===== src/rtl/trax_move_tx.sv =====
// TRAX move transmitter: converts a {type,row,col} move into ASCII TRAX notation and sends it as 8N1 UART.
// Optional TRAX_TX_NEWLINE_EN appends '\n' to every move (buffer depth 7 instead of 6).
module trax_move_tx #(
  parameter int CLKS_PER_BIT = 87
) (
  input  logic        clock,
  input  logic        reset,
  input  logic [21:0] move_in,
  input  logic        start_transmit,
  output logic        tx,
  output logic        busy,
  output logic        end_transmit,
  output logic        err
);

`ifdef TRAX_TX_NEWLINE_EN
  localparam int DEPTH = 7;
`else
  localparam int DEPTH = 6;
`endif

  localparam int              CNT_W    = (CLKS_PER_BIT > 2) ? $clog2(CLKS_PER_BIT) : 1;
  localparam logic [CNT_W-1:0] BIT_LAST = CNT_W'(CLKS_PER_BIT - 1);

  localparam logic [2:0] IDLE    = 3'd0;
  localparam logic [2:0] CHECK   = 3'd1;
  localparam logic [2:0] CONVERT = 3'd2;
  localparam logic [2:0] START   = 3'd3;
  localparam logic [2:0] DATA    = 3'd4;
  localparam logic [2:0] STOP    = 3'd5;
  localparam logic [2:0] DONE    = 3'd6;

  logic [2:0]       state;
  logic [1:0]       mv_type;
  logic [9:0]       mv_row;
  logic [9:0]       mv_col;

  logic [9:0]       row_rem;
  logic [9:0]       col_rem;
  logic [3:0]       hund;
  logic [3:0]       tens;
  logic [4:0]       col_hi;
  logic             col_zero;
  logic [1:0]       row_phase;

  logic [7:0]       char_buf [DEPTH];
  logic [7:0]       fill     [DEPTH];
  logic [2:0]       nchar;
  logic [2:0]       char_cnt;
  logic [7:0]       shift_reg;
  logic [2:0]       bit_idx;
  logic [CNT_W-1:0] clk_cnt;

  logic             mv_valid;
  logic             conv_done;
  logic             bit_end;

  assign mv_valid  = (mv_col <= 10'd702) && (mv_row <= 10'd999) && (mv_type != 2'd3);
  assign conv_done = (row_phase == 2'd2) && (col_rem < 10'd26);
  assign bit_end   = (clk_cnt == BIT_LAST);

  // Packs letters, digits, tile (and newline) from the finished conversion registers.
  always_comb begin
    logic [2:0] idx;
    // NOTE: every output of a combinational block gets a default first; a path that
    // leaves one unassigned would infer a latch.
    fill = '{default: 8'h00};
    idx  = 3'd0;
    // NOTE: blocking assignments here so each step sees the index updated just above.
    if (col_zero) begin
      fill[idx] = 8'h40;
      idx       = idx + 3'd1;
    end else if (col_hi == 5'd0) begin
      fill[idx] = 8'h41 + {3'b000, col_rem[4:0]};
      idx       = idx + 3'd1;
    end else begin
      fill[idx] = 8'h40 + {3'b000, col_hi};
      idx       = idx + 3'd1;
      fill[idx] = 8'h41 + {3'b000, col_rem[4:0]};
      idx       = idx + 3'd1;
    end
    if (hund != 4'd0) begin
      fill[idx] = 8'h30 + {4'h0, hund};
      idx       = idx + 3'd1;
    end
    if ((hund != 4'd0) || (tens != 4'd0)) begin
      fill[idx] = 8'h30 + {4'h0, tens};
      idx       = idx + 3'd1;
    end
    fill[idx] = 8'h30 + {4'h0, row_rem[3:0]};
    idx       = idx + 3'd1;
    case (mv_type)
      2'd0:    fill[idx] = 8'h2B;
      2'd1:    fill[idx] = 8'h2F;
      default: fill[idx] = 8'h5C;
    endcase
    idx = idx + 3'd1;
`ifdef TRAX_TX_NEWLINE_EN
    fill[idx] = 8'h0A;
    idx       = idx + 3'd1;
`endif
    nchar = idx;
  end

  // NOTE: only control state is reset; the character buffer and datapath registers
  // are always written before they are read, so they carry no reset.
  always_ff @(posedge clock) begin
    if (reset) begin
      state        <= IDLE;
      tx           <= 1'b1;
      busy         <= 1'b0;
      end_transmit <= 1'b0;
      err          <= 1'b0;
      char_cnt     <= 3'd0;
      clk_cnt      <= '0;
      bit_idx      <= 3'd0;
    end else begin
      end_transmit <= 1'b0;
      err          <= 1'b0;
      case (state)
        IDLE: begin
          if (start_transmit && !busy) begin
            {mv_type, mv_row, mv_col} <= move_in;
            busy  <= 1'b1;
            state <= CHECK;
          end
        end
        CHECK: begin
          if (!mv_valid) begin
            err   <= 1'b1;
            busy  <= 1'b0;
            state <= IDLE;
          end else begin
            row_rem   <= mv_row;
            col_rem   <= (mv_col == 10'd0) ? 10'd0 : mv_col - 10'd1;
            col_zero  <= (mv_col == 10'd0);
            hund      <= 4'd0;
            tens      <= 4'd0;
            col_hi    <= 5'd0;
            row_phase <= 2'd0;
            state     <= CONVERT;
          end
        end
        CONVERT: begin
          if (conv_done) begin
            char_buf  <= fill;
            char_cnt  <= nchar;
            shift_reg <= fill[0];
            tx        <= 1'b0;
            clk_cnt   <= '0;
            state     <= START;
          end else begin
            // Row digits are peeled sequentially; the column runs in parallel,
            // stepping by 260 first to keep the worst case near 20 cycles.
            case (row_phase)
              2'd0: begin
                if (row_rem >= 10'd100) begin
                  row_rem <= row_rem - 10'd100;
                  hund    <= hund + 4'd1;
                end else begin
                  row_phase <= 2'd1;
                end
              end
              2'd1: begin
                if (row_rem >= 10'd10) begin
                  row_rem <= row_rem - 10'd10;
                  tens    <= tens + 4'd1;
                end else begin
                  row_phase <= 2'd2;
                end
              end
              default: ;
            endcase
            if (col_rem >= 10'd260) begin
              col_rem <= col_rem - 10'd260;
              col_hi  <= col_hi + 5'd10;
            end else if (col_rem >= 10'd26) begin
              col_rem <= col_rem - 10'd26;
              col_hi  <= col_hi + 5'd1;
            end
          end
        end
        START: begin
          if (bit_end) begin
            clk_cnt <= '0;
            tx      <= shift_reg[0];
            bit_idx <= 3'd0;
            state   <= DATA;
          end else begin
            clk_cnt <= clk_cnt + CNT_W'(1);
          end
        end
        DATA: begin
          if (bit_end) begin
            clk_cnt <= '0;
            if (bit_idx == 3'd7) begin
              tx    <= 1'b1;
              state <= STOP;
            end else begin
              tx        <= shift_reg[1];
              shift_reg <= {1'b0, shift_reg[7:1]};
              bit_idx   <= bit_idx + 3'd1;
            end
          end else begin
            clk_cnt <= clk_cnt + CNT_W'(1);
          end
        end
        STOP: begin
          if (bit_end) begin
            clk_cnt <= '0;
            if (char_cnt > 3'd1) begin
              char_cnt  <= char_cnt - 3'd1;
              shift_reg <= char_buf[1];
              for (int i = 0; i < DEPTH - 1; i++) char_buf[i] <= char_buf[i+1];
              tx        <= 1'b0;
              state     <= START;
            end else begin
              char_cnt <= 3'd0;
              state    <= DONE;
            end
          end else begin
            clk_cnt <= clk_cnt + CNT_W'(1);
          end
        end
        DONE: begin
          end_transmit <= 1'b1;
          busy         <= 1'b0;
          state        <= IDLE;
        end
        default: state <= IDLE;
      endcase
    end
  end

endmodule


===== config.mk =====
export PLATFORM = sky130hd
export DESIGN_NAME = trax_move_tx
export DESIGN_NICKNAME = d
export VERILOG_FILES = /design/src/rtl/trax_move_tx.sv
export SDC_FILE = /design/constraint.sdc
export NUM_CORES = 1
export LEC_CHECK = 0
export ABC_AREA = 1
export BUFFER_PORTS_ARGS = -buffer_cell sky130_fd_sc_hd__buf_2
export CAP_MARGIN = 5
export CORE_ASPECT_RATIO = 1.5
export CORE_MARGIN = 2
export CORE_UTILIZATION = 40
export DETAILED_ROUTE_END_ITERATION = 10
export PLACE_DENSITY_LB_ADDON = 0.1
export SETUP_SLACK_MARGIN = 0.3
export SYNTH_ARGS = -nofsm -noshare
export SYNTH_HDL_FRONTEND = slang
export SYNTH_SLANG_ARGS = --single-unit

===== constraint.sdc =====
create_clock -name clock -period 3.05 [get_ports clock]
set_clock_uncertainty 0.05 [all_clocks]
set_input_delay 0.305 -clock clock [delete_from_list [all_inputs] [get_ports clock]]
set_output_delay 0.305 -clock clock [all_outputs]
set_load 0.05 [all_outputs]

==> impl_metrics.xml, run 1 <==
<?xml version="1.0" encoding="UTF-8"?>
<metrics>
  <group name="timing">
    <metric name="hold_viol_final" unit="">0</metric>
    <metric name="grt_setup_unrepaired" unit="">false</metric>
    <metric name="report.final.slew_viol_count" unit="">0</metric>
    <metric name="finalCritPeriodShare" unit="">0.867</metric>
    <metric name="layout_min_cycle_time" unit="ps">2640</metric>
    <metric name="worstMarginPinSlew" unit="ps">1060</metric>
    <metric name="fmax" unit="GHz">0.378</metric>
    <metric name="setup-violations-final" unit="">0</metric>
    <metric name="worst_slew_margin" unit="">0.291</metric>
    <metric name="setup_tns" unit="ps">0</metric>
  </group>
  <group name="yosys">
    <metric name="yosys-mux-area-fraction" unit="">0</metric>
    <metric name="synth.area.top_cells" unit="">edfxtp_1 40%, nand2_1 14%, nand3_1 5.9%</metric>
    <metric name="synth_top_flop_cell" unit="">edfxtp_1</metric>
    <metric name="synth_top_family_by_area" unit="">simple AND/OR/NAND/NOR gates</metric>
    <metric name="synth-xor-area-share" unit="">0.0305</metric>
    <metric name="synth-edff-count" unit="">100</metric>
    <metric name="netlist-cell-type-count" unit="">44</metric>
    <metric name="mappedNetlistNets" unit="">1006</metric>
    <metric name="yosys_register_bits" unit="">120</metric>
    <metric name="synth.avg_cell_area" unit="um2">7.85</metric>
    <metric name="synth_seq_area_share" unit="">0.456</metric>
    <metric name="synth_simple_gate_area_share" unit="">0.298</metric>
    <metric name="synth_fa_ha_area_frac" unit="">0.0503</metric>
    <metric name="synth_compound_area_frac" unit="">0.0954</metric>
    <metric name="mappedNetlistArea" unit="mm2">0.00747</metric>
    <metric name="yosys.area.top_type_share" unit="">0.402</metric>
    <metric name="synth_top_area_cell" unit="">edfxtp_1</metric>
    <metric name="synth-async-reset-ratio" unit="">0</metric>
    <metric name="synthesis.yosys.warnings" unit="">0</metric>
    <metric name="post_synth_inst_count" unit="">951</metric>
  </group>
  <group name="route">
    <metric name="wl" unit="um">19600</metric>
    <metric name="uppermost_metal_layer_occupied_by_signal_nets" unit="">met4</metric>
    <metric name="routed-wl-met2" unit="um">10600</metric>
    <metric name="detailroute.via_count" unit="">6484</metric>
    <metric name="post-route-drc-count" unit="">0</metric>
    <metric name="met1Wirelength" unit="um">8060</metric>
    <metric name="post_drt_via_cell_ratio" unit="">4.95</metric>
    <metric name="detail_route.iter0.violations" unit="">335</metric>
    <metric name="routedWlPerCell" unit="um">15.0</metric>
    <metric name="drt-pass1-iter-count" unit="">4</metric>
    <metric name="drtAntennaViolNets" unit="">0</metric>
    <metric name="met3_wirelength" unit="um">436</metric>
  </group>
  <group name="setup_path">
    <metric name="r2r_worst_path_depth" unit="">19</metric>
    <metric name="crit-reg2reg-launch" unit="">col_hi[0]</metric>
    <metric name="worstSetupPathType" unit="">flip-flop to flip-flop</metric>
    <metric name="startpoint" unit="">col_hi[0]</metric>
    <metric name="worst_setup_path_start_kind" unit="">flip-flop</metric>
    <metric name="worstSetupEndpointType" unit="">flip-flop</metric>
    <metric name="worst-endpoint-arrival" unit="ps">2770</metric>
    <metric name="worstPathMaxFanout" unit="">4</metric>
    <metric name="cp_data_required_time" unit="ps">3180</metric>
  </group>
  <group name="cells_and_area">
    <metric name="max_flop_register" unit="">char_buf</metric>
    <metric name="drive_gt1_frac" unit="">0.159</metric>
    <metric name="layout.area.seq" unit="mm2">0.00340</metric>
    <metric name="layout.filler_cells" unit="">1804</metric>
    <metric name="area_growth_syn_to_layout" unit="%">22.6</metric>
    <metric name="diodes" unit="">0</metric>
    <metric name="final_nets" unit="">1100</metric>
    <metric name="multiInputGateArea" unit="mm2">0.00372</metric>
    <metric name="max_ffs_per_register" unit="">35</metric>
    <metric name="finalNonFillerCells" unit="">1309</metric>
  </group>
  <group name="hold_path">
    <metric name="hold_path.class" unit="">input pin to flip-flop</metric>
    <metric name="min_from" unit="">reset</metric>
    <metric name="timing.hold.worst_path_depth" unit="">3</metric>
  </group>
  <group name="global_routing">
    <metric name="global_route_total_usage_across_every_layer" unit="">0.211</metric>
    <metric name="grt_max_degree" unit="">37</metric>
    <metric name="grt-ovfl-total" unit="">0</metric>
    <metric name="initial_antenna_violation_count" unit="">0</metric>
    <metric name="grt_first_pass_wirelength" unit="um">32000</metric>
    <metric name="vias_in_the_first_global_route" unit="">6436</metric>
  </group>
  <group name="pwr">
    <metric name="p_leak" unit="uW">0.00402</metric>
    <metric name="pwr_density_cell" unit="mW/mm2">701</metric>
    <metric name="ir_drop" unit="uV">423</metric>
  </group>
  <group name="place">
    <metric name="placed_cells" unit="">1238</metric>
    <metric name="gp_congestion" unit="">0.926</metric>
    <metric name="place_hpwl" unit="um">14700</metric>
    <metric name="portBuffers" unit="">28</metric>
  </group>
  <group name="cts">
    <metric name="clock-sinks" unit="">120</metric>
    <metric name="ctsHtreeMaxLevel" unit="">4</metric>
    <metric name="cts-root-to-sink-buffers" unit="">2</metric>
    <metric name="later_pin_clock_latency_in_the_skew_report" unit="ps">430</metric>
    <metric name="cts_root_buf" unit="">clkbuf_16</metric>
    <metric name="cts_buffers" unit="">17</metric>
    <metric name="clk_pin_slew" unit="ps">50</metric>
    <metric name="cts_tree" unit="">built</metric>
  </group>
  <group name="floorplanning">
    <metric name="placementRows" unit="">61</metric>
    <metric name="start_util" unit="">0.406</metric>
    <metric name="die_area" unit="mm2">0.0198</metric>
    <metric name="num_io_pins" unit="">29</metric>
    <metric name="floorplan.die.width" unit="um">116</metric>
    <metric name="die_height" unit="um">171</metric>
    <metric name="core_region_area" unit="mm2">0.0184</metric>
  </group>
  <group name="flow_run">
    <metric name="timing.max_cap.violations" unit="">0</metric>
  </group>
  <group name="run_status">
    <metric name="status" unit="">finished clean</metric>
  </group>
</metrics>
-- cell type report --
cell class | count | share of cell area
Clock inverter | 11 | 0.0144
Multi-Input combinational cell | 698 | 0.407
Tap cell | 252 | 0.0345
Timing Repair Buffer | 96 | 0.0785
Clock buffer | 20 | 0.0477
Sequential cell | 120 | 0.372
Inverter | 112 | 0.0465
-- stage by stage --
step	hold slack [ps]	setup slack [ps]	instance area (um2)	utilization	power, uW
3_3_place_gp	400	191	8100	0.441	4320
6_report	279	406	9150	0.498	6410
5_1_grt	311	287	9150	0.498	6850
3_5_place_dp	404	123	8100	0.441	4320
2_1_floorplan	354	308	7520	-	3730
4_1_cts	268	302	8950	0.487	6360
-- routing by layer --
| metal | up-vias | track usage |
|---|---|---|
| li1 | 3370 | - |
| met1 | 2988 | 0.230 |
| met2 | 86 | 0.394 |
| met3 | 40 | 0.0409 |
| met4 | 0 | 0.0854 |
| met5 | - | 0 |
-- critical path, stage by stage, from the launching register on --
cell      delay, ps
edfxtp_1        390
inv_2           110
ha_4            140
nand3_4         100
nand2_4          90
nand2_4          80
nand2_4          90
ha_4            210
inv_4            60
nand2_2          50
nand2_2          70
inv_2            50
ha_4            300
nand3_2         120
inv_2           130
nand3_1         100
nand2_1          70
inv_1            60
nand2_1          70
nand2_1          50
-- cells in the final DEF, fill, tap and decap left out, types with 8 or more instances in the layout --
master and n:
dfxtp_1 20, xnor2_1 8, ha_1 26, a21oi_1 48, nand2_1 263, nand4_1 22, nor2_1 85, clkbuf_16 17
edfxtp_1 100, nor3_1 9, buf_4 45, o21ai_0 52, nand2_4 8, inv_1 93, buf_2 28, nand3_1 86
inv_2 15, xor2_1 18, nand2_2 11, dlygate4sd3_1 22
-- final timing paths --
kind | end | slack [ps]
worst max register to register | char_buf[24] | 410
worst min register to register | clk_cnt[5] | 410
worst max-delay path | char_buf[24] | 410
worst min-delay path | clk_cnt[5] | 280
-- cells by family (layout without fill, tap and decap cells) --
logic type | count (synthesis) | after routing
AOI/OAI and AO/OA | 129 | 129
xor gates and xnor gates | 26 | 26
adders and majority gates | 30 | 30
buffers and inverters | 133 | 239
DFF | 120 | 120
and+or+nand+nor | 513 | 513
-- synthesized netlist by cell type (3+ instances only) --
cell type,count
nor3_1,10
ha_1,30
nor2_1,92
o22ai_1,6
nand4_1,22
dfxtp_1,20
inv_1,102
xor2_1,18
a21oi_1,48
or2_2,7
buf_2,7
inv_2,8
edfxtp_1,100
a22o_1,5
nor2_2,3
clkbuf_1,10
nand3_2,4
o21ai_0,52
xnor2_1,8
nand2_2,6
nand2_1,274
nand3_1,88
-- timing repair --
item                                   4_1_cts  5_1_grt
hold buffers                                22        0
pin swaps                                    3       10
resized for setup                            5       31
endpoints found under the hold margin       22        0
setup buffers                                7       11
setup endpoints to repair                   39       95
-- power breakdown --
| group | switching (uW) | total [uW] | internal, uW |
|---|---|---|---|
| sequential | 180 | 2280 | 2100 |
| clock | 706 | 1970 | 1260 |
| combinational | 1410 | 2160 | 750 |
| total | 2300 | 6410 | 4120 |
Note: power is estimated with default switching activity, not from simulation.
==> run 2, diff against run 1 <==
Settings changed: REMOVE_ABC_BUFFERS from default to 1.
==> impl_metrics.xml, run 2 (synthesized netlist as in run 1, its figures left out) <==
<?xml version="1.0" encoding="UTF-8"?>
<metrics>
  <group name="timing">
    <metric name="fmax" unit="GHz">0.372</metric>
    <metric name="setup-violations-final" unit="">0</metric>
    <metric name="finalCritPeriodShare" unit="">0.881</metric>
    <metric name="hold_viol_final" unit="">0</metric>
    <metric name="worst_slew_margin" unit="">0.524</metric>
    <metric name="layout_min_cycle_time" unit="ps">2690</metric>
    <metric name="worstMarginPinSlew" unit="ps">713</metric>
    <metric name="grt_setup_unrepaired" unit="">true</metric>
    <metric name="report.final.slew_viol_count" unit="">0</metric>
  </group>
  <group name="route">
    <metric name="post-route-drc-count" unit="">0</metric>
    <metric name="drtAntennaViolNets" unit="">0</metric>
    <metric name="detail_route.iter0.violations" unit="">353</metric>
    <metric name="post_drt_via_cell_ratio" unit="">4.99</metric>
    <metric name="wl" unit="um">19900</metric>
    <metric name="drt-pass1-iter-count" unit="">5</metric>
    <metric name="detailroute.via_count" unit="">6566</metric>
    <metric name="routedWlPerCell" unit="um">15.1</metric>
  </group>
  <group name="cells_and_area">
    <metric name="finalNonFillerCells" unit="">1315</metric>
    <metric name="layout_commonest_cell" unit="">nand2_1</metric>
    <metric name="area_growth_syn_to_layout" unit="%">23.2</metric>
    <metric name="most-common-layout-cells" unit="">262 x nand2_1, 100 x edfxtp_1, 93 x inv_1</metric>
    <metric name="final_nets" unit="">1105</metric>
    <metric name="drive_gt1_frac" unit="">0.169</metric>
    <metric name="max_flop_register" unit="">char_buf</metric>
    <metric name="diodes" unit="">0</metric>
    <metric name="max_ffs_per_register" unit="">35</metric>
  </group>
  <group name="flow_run">
    <metric name="timing.max_cap.violations" unit="">0</metric>
  </group>
  <group name="setup_path">
    <metric name="worstSetupEndpointType" unit="">flip-flop</metric>
    <metric name="worst_setup_path_start_kind" unit="">flip-flop</metric>
    <metric name="cp_data_required_time" unit="ps">3190</metric>
    <metric name="worstSetupPathType" unit="">flip-flop to flip-flop</metric>
    <metric name="worst-endpoint-arrival" unit="ps">2830</metric>
    <metric name="worstPathMaxFanout" unit="">4</metric>
  </group>
  <group name="cts">
    <metric name="cts-root-to-sink-buffers" unit="">2</metric>
    <metric name="cts_tree" unit="">built</metric>
    <metric name="ctsHtreeMaxLevel" unit="">4</metric>
    <metric name="clk_pin_slew" unit="ps">60</metric>
    <metric name="clock-sinks" unit="">120</metric>
    <metric name="cts_buffers" unit="">17</metric>
    <metric name="later_pin_clock_latency_in_the_skew_report" unit="ps">440</metric>
    <metric name="cts_root_buf" unit="">clkbuf_16</metric>
  </group>
  <group name="global_routing">
    <metric name="vias_in_the_first_global_route" unit="">6535</metric>
    <metric name="grt_first_pass_wirelength" unit="um">31900</metric>
    <metric name="initial_antenna_violation_count" unit="">0</metric>
    <metric name="global_route_total_usage_across_every_layer" unit="">0.210</metric>
    <metric name="grt-ovfl-total" unit="">0</metric>
    <metric name="grt_max_degree" unit="">38</metric>
  </group>
  <group name="place">
    <metric name="gp_congestion" unit="">0.929</metric>
    <metric name="portBuffers" unit="">28</metric>
    <metric name="placed_cells" unit="">1249</metric>
    <metric name="place_hpwl" unit="um">14700</metric>
  </group>
  <group name="pwr">
    <metric name="pwr_density_cell" unit="mW/mm2">707</metric>
    <metric name="finalPower" unit="uW">6500</metric>
    <metric name="p_leak" unit="uW">0.00404</metric>
    <metric name="ir_drop" unit="uV">412</metric>
  </group>
  <group name="floorplanning">
    <metric name="num_io_pins" unit="">29</metric>
    <metric name="floorplan.die.width" unit="um">116</metric>
    <metric name="placementRows" unit="">61</metric>
    <metric name="die_area" unit="mm2">0.0198</metric>
    <metric name="die_height" unit="um">171</metric>
    <metric name="start_util" unit="">0.406</metric>
    <metric name="core_region_area" unit="mm2">0.0184</metric>
  </group>
  <group name="hold_path">
    <metric name="hold_path.class" unit="">input pin to flip-flop</metric>
  </group>
  <group name="run_status">
    <metric name="status" unit="">finished clean</metric>
  </group>
</metrics>
==> run 2: power breakdown <==
| part | switching (uW) | internal, uW |
|---|---|---|
| clock network | 826 | 1220 |
| registers | 162 | 2100 |
| logic | 1430 | 763 |
| total | 2410 | 4090 |
==> run 2: critical path: stages, from the launching register on <==
cell and delay (ps):
edfxtp_1 390, inv_2 100, ha_4 140, nand3_4 110, nand2_4 90, nand2_4 80, nand2_4 90, ha_4 210
inv_2 60, nand2_2 60, nand2_2 80, inv_2 50, ha_4 160, inv_2 60, nand3_4 110, nand2_4 120
nand2_2 80, inv_2 100, nand2_4 80, inv_2 70, nand2_1 50, nand3_1 70, nand2_1 50
==> run 2: routing by layer <==
layer  vias to the layer above  global-route usage  routed length, um
met5                         -                   0                  0
li1                       3380                   -                  -
met3                        33              0.0430                559
met4                         0              0.0781                492
met2                       105               0.398              10800
met1                      3048               0.224               7960
==> run 2: area by class of cell <==
type / count / area, um2
Tap cell: 252 / 315
Clock buffer: 18 / 429
Fill cell: 1811 / 9190
Inverter: 112 / 420
Clock inverter: 14 / 166
Timing Repair Buffer: 101 / 756
Sequential cell: 120 / 3400
Multi-Input combinational cell: 698 / 3710
==> run 2: worst paths after layout <==
kind	from	endpoint	slack [ps]	depth (start not counted)
setup / recovery	col_hi[1]	char_buf[13]	360	22
hold / removal	reset	state[2]	240	2
setup reg to reg	col_hi[1]	char_buf[13]	360	22
hold reg to reg	clk_cnt[5]	clk_cnt[5]	410	2
==> run 2: stage by stage <==
step           cell area, um2  utilization  TNS, ps  hold slack, ps  setup slack (ps)
5_1_grt                  9200        0.500        0             268               215
2_1_floorplan            7360            -    -20.5             324             -20.5
6_report                 9200        0.500        0             244               363
4_1_cts                  9050        0.492        0             250               307
3_3_place_gp             8130        0.442        0             402               137
3_5_place_dp             8130        0.442        0             409              17.2
==> run 2: timing repair <==
action	4_1_cts	5_1_grt
endpoints found under the hold margin	22	0
buffers inserted	5	7
pin swaps	5	6
endpoints found under the setup margin	54	49
resized for setup	21	27
hold buffers	22	0
==> run 3, diff against run 2 <==
Settings changed: CORE_MARGIN 2 to 1.5, GPL_TIMING_DRIVEN from default to 0, SKIP_LAST_GASP from default to 1.
==> impl_metrics.xml, run 3 (synthesized netlist as in run 1, its figures left out) <==
<?xml version="1.0" encoding="UTF-8"?>
<metrics>
  <group name="timing">
    <metric name="final_critical_path_setup_slack" unit="ps">269</metric>
    <metric name="worst_slew_margin" unit="">0.398</metric>
    <metric name="worstMarginPinSlew" unit="ps">899</metric>
    <metric name="setup-violations-final" unit="">0</metric>
    <metric name="hold_viol_final" unit="">0</metric>
    <metric name="finalCritPeriodShare" unit="">0.912</metric>
    <metric name="report.final.slew_viol_count" unit="">0</metric>
    <metric name="fmax" unit="GHz">0.360</metric>
    <metric name="layout_min_cycle_time" unit="ps">2780</metric>
    <metric name="grt_setup_unrepaired" unit="">true</metric>
    <metric name="setup_tns" unit="ps">0</metric>
  </group>
  <group name="place">
    <metric name="gp_congestion" unit="">0.901</metric>
    <metric name="detailedPlace.worstSlack" unit="ps">-580</metric>
    <metric name="place_hpwl" unit="um">14000</metric>
    <metric name="portBuffers" unit="">28</metric>
  </group>
  <group name="route">
    <metric name="post-route-drc-count" unit="">0</metric>
    <metric name="drtAntennaViolNets" unit="">0</metric>
    <metric name="wl" unit="um">19900</metric>
    <metric name="detail_route.iter0.violations" unit="">287</metric>
    <metric name="detailroute.via_count" unit="">6678</metric>
    <metric name="drt-pass1-iter-count" unit="">5</metric>
    <metric name="routedWlPerCell" unit="um">15.1</metric>
    <metric name="post_drt_via_cell_ratio" unit="">5.07</metric>
  </group>
  <group name="floorplanning">
    <metric name="core_region_area" unit="mm2">0.0184</metric>
    <metric name="die_height" unit="um">170</metric>
    <metric name="start_util" unit="">0.406</metric>
    <metric name="floorplan.die.width" unit="um">115</metric>
    <metric name="num_io_pins" unit="">29</metric>
    <metric name="die_area" unit="mm2">0.0195</metric>
    <metric name="placementRows" unit="">61</metric>
  </group>
  <group name="cells_and_area">
    <metric name="drive_gt1_frac" unit="">0.190</metric>
    <metric name="most-common-layout-cells" unit="">256 x nand2_1, 100 x edfxtp_1, 90 x inv_1</metric>
    <metric name="layout.filler_cells" unit="">1794</metric>
    <metric name="area_growth_syn_to_layout" unit="%">26.7</metric>
    <metric name="layout.core_utilization" unit="">0.514</metric>
    <metric name="diodes" unit="">0</metric>
    <metric name="final_nets" unit="">1107</metric>
    <metric name="max_ffs_per_register" unit="">35</metric>
    <metric name="layout_commonest_cell" unit="">nand2_1</metric>
    <metric name="multiInputGateArea" unit="mm2">0.00391</metric>
    <metric name="max_flop_register" unit="">char_buf</metric>
    <metric name="layout.area.seq" unit="mm2">0.00340</metric>
  </group>
  <group name="flow_run">
    <metric name="timing.max_cap.violations" unit="">0</metric>
  </group>
  <group name="run_status">
    <metric name="status" unit="">finished clean</metric>
  </group>
  <group name="pwr">
    <metric name="finalPower" unit="uW">6580</metric>
    <metric name="pwr_density_cell" unit="mW/mm2">695</metric>
    <metric name="ir_drop" unit="uV">409</metric>
    <metric name="p_leak" unit="uW">0.00408</metric>
  </group>
  <group name="setup_path">
    <metric name="cp_data_required_time" unit="ps">3170</metric>
    <metric name="worstSetupPathType" unit="">flip-flop to flip-flop</metric>
    <metric name="worstPathMaxFanout" unit="">4</metric>
    <metric name="worstSetupEndpointType" unit="">flip-flop</metric>
    <metric name="worst_setup_path_start_kind" unit="">flip-flop</metric>
    <metric name="worst-endpoint-arrival" unit="ps">2900</metric>
  </group>
  <group name="global_routing">
    <metric name="global_route_total_usage_across_every_layer" unit="">0.214</metric>
    <metric name="vias_in_the_first_global_route" unit="">6690</metric>
    <metric name="grt_max_degree" unit="">36</metric>
    <metric name="grt.met2_usage" unit="">0.394</metric>
    <metric name="grt_first_pass_wirelength" unit="um">32100</metric>
    <metric name="grt-ovfl-total" unit="">0</metric>
    <metric name="met3_track_usage_gr" unit="">0.0481</metric>
    <metric name="top_usage_layer" unit="">met2</metric>
    <metric name="grt_use_met1" unit="">0.224</metric>
    <metric name="initial_antenna_violation_count" unit="">0</metric>
  </group>
  <group name="cts">
    <metric name="clock-sinks" unit="">120</metric>
    <metric name="clk_pin_slew" unit="ps">60</metric>
    <metric name="ctsHtreeMaxLevel" unit="">4</metric>
    <metric name="later_pin_clock_latency_in_the_skew_report" unit="ps">430</metric>
    <metric name="cts-root-to-sink-buffers" unit="">2</metric>
    <metric name="cts_buffers" unit="">17</metric>
    <metric name="cts_tree" unit="">built</metric>
    <metric name="cts_root_buf" unit="">clkbuf_16</metric>
  </group>
  <group name="hold_path">
    <metric name="hold_path.class" unit="">input pin to flip-flop</metric>
  </group>
</metrics>
run 3: cell count changes in the layout (fill, tap and decap cells not counted), sizes merged:
cell / delta
nand2: +1
clkinv: +1
clkbuf: +5
inv: -8
clkinvlp: +3
run 3: metrics by stage:
step	instances	area (um2)	hold WS, ps
floorplan	930	7360	324
global placement	1210	7820	401
detailed placement	1213	7880	405
CTS	1294	9070	273
global route	1317	9460	310
finish	1317	9460	274
run 3: cell type report:
| type | instances | share of cell area |
|---|---|---|
| timing repair inverter | 1 | 0.000794 |
| multi-input combinational | 699 | 0.413 |
| clock inverter | 9 | 0.0108 |
| sequential | 120 | 0.360 |
| clock buffer | 23 | 0.0484 |
| timing repair buffer | 101 | 0.0866 |
| tap | 252 | 0.0333 |
| inverter | 112 | 0.0471 |
run 3: path summary, 6_finish.rpt:
check	to	depth (start not counted)	startpoint	slack, ps
worst max register to register	shift_reg[2]	21	col_hi[1]	270
worst min register to register	clk_cnt[5]	2	clk_cnt[5]	410
worst min-delay path	state[2]	2	reset	270
worst max-delay path	shift_reg[2]	21	col_hi[1]	270
run 3: metal layers:
layer | routed length (um) | part of all wire
met5 | 0 | 0
met4 | 664 | 0.033
met3 | 660 | 0.033
met2 | 10800 | 0.54
met1 | 7810 | 0.39
run 3: timing repair:
item                                    4_1_cts  5_1_grt
gates resized for setup                      45       57
endpoints found under the setup margin      110      104
pin swaps                                    12       28
hold buffers                                 22        0
gates cloned                                  2        0
buffers inserted                             25       23
hold endpoints to repair                     22        0
run 3: power breakdown:
| group | total, uW | internal, uW | switching (uW) | leakage [uW] |
|---|---|---|---|---|
| registers | 2300 | 2100 | 197 | 0.00109 |
| logic | 2340 | 850 | 1490 | 0.00272 |
| clock network | 1940 | 1220 | 725 | 0.000267 |
| total | 6580 | 4170 | 2410 | 0.00408 |
run 3: worst max-delay path: stages, from the launching register on:
cell      delay, ps
edfxtp_1        400
inv_2           120
ha_4            150
nand3_4         110
nand3_4         130
nand2_4          70
ha_4            280
inv_4            40
nand2_4          70
nand2_4          60
inv_4            70
ha_4            150
inv_2            40
nand3_4         120
nand2_4         100
nor2_4          170
buf_4           130
nand3_2          50
nand2_1          80
inv_1            40
nand2_1          60
nand2_1          50
